==> config.mk <==
export PLATFORM = sky130hd
export DESIGN_NAME = mult_share_ctrl
export DESIGN_NICKNAME = d
export VERILOG_FILES = /design/src/rtl/mult_share_ctrl_pkg.sv /design/src/rtl/mult_share_ctrl_rr_arbiter.sv /design/src/rtl/mult_share_ctrl.sv
export SDC_FILE = /design/constraint.sdc
export NUM_CORES = 1
export LEC_CHECK = 0
export BUFFER_PORTS_ARGS = -buffer_cell sky130_fd_sc_hd__clkbuf_2
export CORE_AREA = 8 8 347 349
export CTS_BUF_LIST = sky130_fd_sc_hd__clkbuf_2
export CTS_CLUSTER_SIZE = 16
export DETAILED_ROUTE_END_ITERATION = 8
export DIE_AREA = 0 0 355 357
export SETUP_SLACK_MARGIN = 0.2
export SYNTH_ARGS = -nofsm -noshare
export SYNTH_HDL_FRONTEND = slang
export SYNTH_SLANG_ARGS = --single-unit
export TNS_END_PERCENT = 5
==> constraint.sdc <==
create_clock -name clk -period 1.8 [get_ports clk]
set_input_delay 0.09 -clock clk [delete_from_list [all_inputs] [get_ports clk]]
set_output_delay 0.09 -clock clk [all_outputs]
set_load 0.02 [all_outputs]
==> src/rtl/mult_share_ctrl_pkg.sv <==
// Shared types and constants for the HE multiplier-sharing controller.
package he_mult_pkg;

    // Controller phases: idle/arbitrating, operands settling, product on offer.
    typedef enum logic [1:0] {
        IDLE = 2'd0,
        WAIT = 2'd1,
        RESP = 2'd2
    } mult_state_t;

    localparam int DEFAULT_MULT_WIDTH = 64;
    localparam int DEFAULT_NUM_REQ    = 4;

    // Tag width for a given requester count; never narrower than one bit.
    function automatic int id_width(input int n);
        return (n > 1) ? $clog2(n) : 1;
    endfunction

    localparam int DEFAULT_ID_W = id_width(DEFAULT_NUM_REQ);

endpackage

==> src/rtl/mult_share_ctrl_rr_arbiter.sv <==
// Combinational round-robin picker: first asserted request at or after ptr,
// wrapping modulo NUM_REQ.
module rr_arbiter
    import he_mult_pkg::*;
#(
    parameter int NUM_REQ = DEFAULT_NUM_REQ,
    parameter int ID_W    = id_width(NUM_REQ)
) (
    input  logic [NUM_REQ-1:0] req,
    input  logic [ID_W-1:0]    ptr,
    output logic [ID_W-1:0]    grant,
    output logic               grant_valid
);

    // Scan from farthest to nearest offset so the nearest request wins.
    always_comb begin
        int idx;
        logic [ID_W-1:0] sel;
        idx         = 0;
        sel         = '0;
        grant       = '0;
        grant_valid = 1'b0;
        for (int off = NUM_REQ - 1; off >= 0; off--) begin
            idx = (int'(ptr) + off) % NUM_REQ;
            sel = ID_W'(idx);
            if (req[sel]) begin
                grant       = sel;
                grant_valid = 1'b1;
            end
        end
    end

endmodule

==> src/rtl/mult_share_ctrl.sv <==
// Time-shares one combinational multiplier among NUM_REQ requesters.
// Operands are registered on accept and held for MULT_LATENCY cycles so the
// multiplier path can be timed as a multicycle path; the product is then
// captured and offered on a single tagged response channel.
//
// Handshakes: a transfer happens on a rising edge where valid and ready are
// both high. Requesters hold req_valid and operands until they see their
// req_ready bit; the controller holds resp_valid/resp_id/resp_prod until
// resp_ready is seen. At most one req_ready bit is high, and only in IDLE.
module mult_share_ctrl
    import he_mult_pkg::*;
#(
    parameter int MULT_WIDTH   = DEFAULT_MULT_WIDTH,
    parameter int NUM_REQ      = DEFAULT_NUM_REQ,
    parameter int MULT_LATENCY = 2,
    parameter int ID_W         = id_width(NUM_REQ)
) (
    input  logic                          clk,
    input  logic                          rst,
    input  logic [NUM_REQ-1:0]            req_valid,
    output logic [NUM_REQ-1:0]            req_ready,
    input  logic [NUM_REQ*MULT_WIDTH-1:0] req_x,
    input  logic [NUM_REQ*MULT_WIDTH-1:0] req_y,
    output logic [MULT_WIDTH-1:0]         mult_x,
    output logic [MULT_WIDTH-1:0]         mult_y,
    input  logic [2*MULT_WIDTH-1:0]       mult_prod,
    output logic                          resp_valid,
    input  logic                          resp_ready,
    output logic [ID_W-1:0]               resp_id,
    output logic [2*MULT_WIDTH-1:0]       resp_prod,
    output logic                          busy
);

    localparam int CNT_W = (MULT_LATENCY > 1) ? $clog2(MULT_LATENCY) : 1;
    localparam logic [CNT_W-1:0] CNT_LOAD = CNT_W'(MULT_LATENCY - 1);
    localparam logic [ID_W-1:0]  LAST_ID  = ID_W'(NUM_REQ - 1);

    mult_state_t       state;
    logic [ID_W-1:0]   ptr;
    logic [ID_W-1:0]   grant;
    logic [ID_W-1:0]   next_ptr;
    logic              grant_valid;
    logic              accept;
    logic [CNT_W-1:0]  cnt;

    rr_arbiter #(
        .NUM_REQ (NUM_REQ),
        .ID_W    (ID_W)
    ) u_arb (
        .req         (req_valid),
        .ptr         (ptr),
        .grant       (grant),
        .grant_valid (grant_valid)
    );

    // Requests are taken only while idle and never during reset.
    assign accept   = (state == IDLE) && grant_valid && !rst;
    assign next_ptr = (grant == LAST_ID) ? '0 : grant + 1'b1;
    assign busy     = (state != IDLE);

    // One-hot ready to the granted requester in the accept cycle only.
    always_comb begin
        req_ready = '0;
        if (accept) begin
            req_ready[grant] = 1'b1;
        end
    end

    // Controller FSM plus operand, product, tag and round-robin registers.
    always_ff @(posedge clk) begin
        if (rst) begin
            state      <= IDLE;
            ptr        <= '0;
            cnt        <= '0;
            mult_x     <= '0;
            mult_y     <= '0;
            resp_prod  <= '0;
            resp_id    <= '0;
            resp_valid <= 1'b0;
        end else begin
            case (state)
                IDLE: begin
                    if (accept) begin
                        mult_x  <= req_x[grant*MULT_WIDTH +: MULT_WIDTH];
                        mult_y  <= req_y[grant*MULT_WIDTH +: MULT_WIDTH];
                        resp_id <= grant;
                        ptr     <= next_ptr;
                        cnt     <= CNT_LOAD;
                        state   <= WAIT;
                    end
                end
                WAIT: begin
                    if (cnt == '0) begin
                        resp_prod  <= mult_prod;
                        resp_valid <= 1'b1;
                        state      <= RESP;
                    end else begin
                        cnt <= cnt - 1'b1;
                    end
                end
                RESP: begin
                    if (resp_ready) begin
                        resp_valid <= 1'b0;
                        state      <= IDLE;
                    end
                end
                default: begin
                    state <= IDLE;
                end
            endcase
        end
    end

endmodule

==> results of run 1 <==
-- per-stage QoR --
step | utilization | TNS [ns] | cell area [um^2] | setup slack (ns) | std cells
after global placement | 0.1758 | -11.72 | 20240 | -0.2820 | 4004
after detailed placement | 0.1758 | -12.74 | 20240 | -0.2865 | 4004
after floorplan | - | 0 | 13340 | 0.1425 | 1628
-- cells by family after synthesis --
family	Yosys count	synth area share
simple gates	543	0.1943
mux	128	0.09642
flops	264	0.3977
compound gates	527	0.2482
buf+inv	162	0.05960
fa+ha+maj	4	0.003767
==> metrics, run 1 <==
Num CTS Buffers 87; EDFF count, synth 0; main area contributors after synthesis dfxtp_1 (40%), nand2_1 (11%), mux2i_1 (9.6%), o21a_1 (7.2%), nor3b_1 (7.2%); post-synthesis register bit count about 260; clock buffer depth 3; post-synthesis sequential area ratio 0.3977; syn avg cell area 8.162 um^2; most frequent cells after synthesis nand2_1 (390), dfxtp_1 (264), a21oi_1 (134), mux2i_1 (128), o21a_1 (128); most common cell in the netlist nand2_1; post-CTS resize count just over 800; Final Wtd Congestion 0.8866; Syn Nets roughly 2300; stopping stage clock tree synthesis; status stopped before the end; Netlist cell types 36; Initial Util 0.1154; Synth async-reset ratio 0; Synth top area share 0.3977; IO Pins 911; synth warn 0; Die W roughly 360 um; die height 357 um; DP HPWL about 85000 um; stop err [ERROR RSZ-0060] Max buffer count reached.; Synth Flop Type dfxtp_1; H-Tree Level Count 3; Post-Syn Area 13290 um^2; # rows 125; port buffer count 910; Gate Count Post-Synth 1628; Root Driver clkbuf_2; Sink Count between 200 and 300; post-CTS setup repair buffer count 13; cell type with the largest total area after synthesis dfxtp_1; hold buffers post-CTS 835
==> run 2, diff against run 1 <==
- CORE_AREA: 8 8 347 349 -> 8 8 346 348
- CTS_BUF_LIST: sky130_fd_sc_hd__clkbuf_2 -> not set
- CTS_CLUSTER_SIZE: 16 -> not set
- DIE_AREA: 0 0 355 357 -> 0 0 354 356
- PLACE_DENSITY_LB_ADDON: not set -> 0.15
- SETUP_SLACK_MARGIN: 0.2 -> not set
- clock period: 1.8 -> 2.35 ns (I/O delays scaled with it)
==> run 2 against run 1 <==
  * The flow now finishes without violations
  * Synthesized cell count is the same
  * Area after synthesis is the same
==> metrics, run 2 <==
nets@finish 3776; Fin. Hold Viols 0; Die W 354 um; DR vias/cell 3.804; core area 113900 um^2; CP bufs+invs 2; clk_skew 0.01620 ns; CP arrival 2.22 ns; Synth async-reset ratio 0; Seq pwr share 0.295; Synth-to-Final Area Change 108.4%; final period utilization 0.9939; post-synthesis adder-cell area fraction 0.003766; pwr dens around 700 nW/um^2; Syn Nets 2279; synth warn 0; HP Class primary input to register; Critical Path RT 2.23 ns; Die Area 126000 um^2; main area contributors after synthesis dfxtp_1 (40%), nand2_1 (11%), mux2i_1 (9.6%), o21a_1 (7.2%), nor3b_1 (7.2%); largest reg by FF count resp_prod; Critical Path Slowest Stage Cell dfxtp_2; LEAKAGE between 10 and 15 nW; initial antenna violation count 32; EDFF count, synth 0; max reg flops 128; Slew headroom 0.3438; vias in the first global route 19662; Post-Syn Area roughly 13000 um^2; CP max stage delay 0.33 ns; cell type with the largest total area after synthesis dfxtp_1; CTS tree done; Setup WS pre-CTS -0.02245 ns; fin. max-slew vios 0; Fillers 12703; Synth Flop Type dfxtp_1; crit path cell chain nor2b_2 -> a211oi_4 -> or2_4 -> inv_1 -> ha_1 -> and3_4 -> clkbuf_8; DRC 0; most common cell in the netlist nand2_1; Initial Util 0.1167; H-Tree Level Count 2; combinational fraction of design power 0.367; Pre-antenna DRT Iters 5; die height 356 um; DP HPWL 72770 um; Routed WL 94050 um; Startpoint Class register; number of DRC markers in iteration 0 692; status completed; GRT Overall Usage 0.1401; vias 17829; drt wl/cell 20.07 um; # rows 124; Synth top area share 0.3977; NetSw 6.812 mW; most frequent cells after synthesis nand2_1 (390), dfxtp_1 (264), a21oi_1 (134), mux2i_1 (128), o21a_1 (128); Netlist cell types 36; crit-path max FO 4; # Max-Cap Violations 0; crit path time final 2.336 ns; Pint 12.19 mW; Sink Count approximately 260; commonest cells after routing, fill and taps aside clkbuf_2 (906), dlygate4sd3_1 (601), nand2_1 (390), dfxtp_1 (262), a21oi_1 (133); Clk pwr share 0.338; port buffer count 910; Compound-Gate Fraction of Synth Area 0.2482; Crit Path Class register to output port; post-route core utilization 0.2431; sw frac 0.3585; xor and xnor fraction of the mapped netlist area 0; Setup crit end kind output port; Reg area 5290 um^2; commonest non-fill, non-tap cell in the layout clkbuf_2; Num CTS Buffers 39; cell family with the largest share of critical-path delay simple AND/OR/NAND/NOR gates; Worst-path clk slew roughly 0.060 ns; PnR Total Power 19.00 mW; Root Driver clkbuf_16; area occupied by multi-input gates 7323 um^2; mux share of post-synthesis cell area 0.09642; post-synthesis sequential area ratio 0.3977; Simple-Gate Fraction of Synth Area 0.1943; final count of negative-setup-slack endpoints 0; Gate Count Post-Synth between 1500 and 2000; post-synthesis register bit count about 260; Slew @ Worst Pin 0.9843 ns; min setup slack post-route 0.01432 ns; GRT overflow 0; pin count of the biggest net entering global routing between 100 and 150; VDD IR max 0.4195 mV; hold slack 0.04788 ns; Clock Latency Late Sink 0.57 ns; biggest regs resp_prod (128), mult_x (64), mult_y (64); first-pass GRT wire length between 100000 and 150000 um; largest family of logic cells by synthesized area compound AO/OA/AOI/OAI gates; Final Wtd Congestion 0.7992; RSZ-0062 raised after global routing true; Routed Antenna Nets 0; syn avg cell area 8.162 um^2; fraction of layout cells with a size suffix above 1 0.3485; IO Pins 911; Max Clock Freq 428.1 MHz; clock buffer depth 3
-- run 2: cell counts after synthesis --
No cell type changed its count.
-- run 2: final timing paths --
path	startpoint	endpoint	slack [ns]	cells past startpoint
max	ptr[0]	req_ready[3]	0.01	7
min	req_x[168]	mult_x[40]	0.05	4
max reg2reg	ptr[0]	mult_y[37]	0.09	8
min reg2reg	resp_prod[127]	resp_prod[127]	0.45	2
-- run 2: cell type report --
type                            instances  area share
Inverter                                6    0.001762
Timing Repair Buffer                 1612      0.4228
Clock buffer                           61     0.04442
Antenna cell                           19    0.001717
Clock inverter                         11    0.005423
Tap cell                             1512     0.06833
Multi-Input combinational cell       1202      0.2645
Sequential cell                       264      0.1911
-- run 2: through the flow --
| stage | TNS, ns | instances | instance area, um^2 |
|---|---|---|---|
| 2_1_floorplan | 0 | 1628 | 13290 |
| 3_3_place_gp | -0.03061 | 3990 | 20080 |
| 3_5_place_dp | -0.02245 | 3990 | 20080 |
| 4_1_cts | -0.1785 | 4667 | 27590 |
| 5_1_grt | -0.2867 | 4683 | 27680 |
| 6_report | 0 | 4687 | 27690 |
-- run 2: logic make-up after synthesis --
family | after synthesis
mux | 128
buf+inv | 162
simple gates | 543
fa+ha+maj | 4
flops | 264
compound gates | 527
-- run 2: power by group through the flow --
stage | clock [mW] | sequential, mW | combinational, mW
finish | 6.43 | 5.60 | 6.98
global route | 6.88 | 5.68 | 7.57
CTS | 6.74 | 5.60 | 7.12
detailed placement | 0 | 5.69 | 6.14
global placement | 0 | 5.68 | 6.16
floorplan | 0 | 6.38 | 2.57
-- run 2: timing repair --
item / CTS / global route
setup endpoints to repair: 5 / 33
gates resized for setup: 24 / 10
pin swaps: 3 / 5
setup buffers: 4 / 1
hold buffers: 601 / 0
hold endpoints to repair: 261 / 0
-- run 2: worst min-delay path: stages --
cell      delay (ns)
clkbuf_2        0.08
nor3b_1         0.17
o21ai_0         0.11
o211ai_1        0.09
-- run 2: metal layers --
metal	global-route usage	part of all wire	wire, um	vias to the layer above
met5	0	0.0013	121	-
met4	0.04763	0.033	3087	18
met3	0.05125	0.079	7425	172
met2	0.2395	0.48	45190	683
met1	0.1611	0.41	38220	8199
li1	-	-	-	8757
No activity file was read; power rests on OpenSTA's default activity.
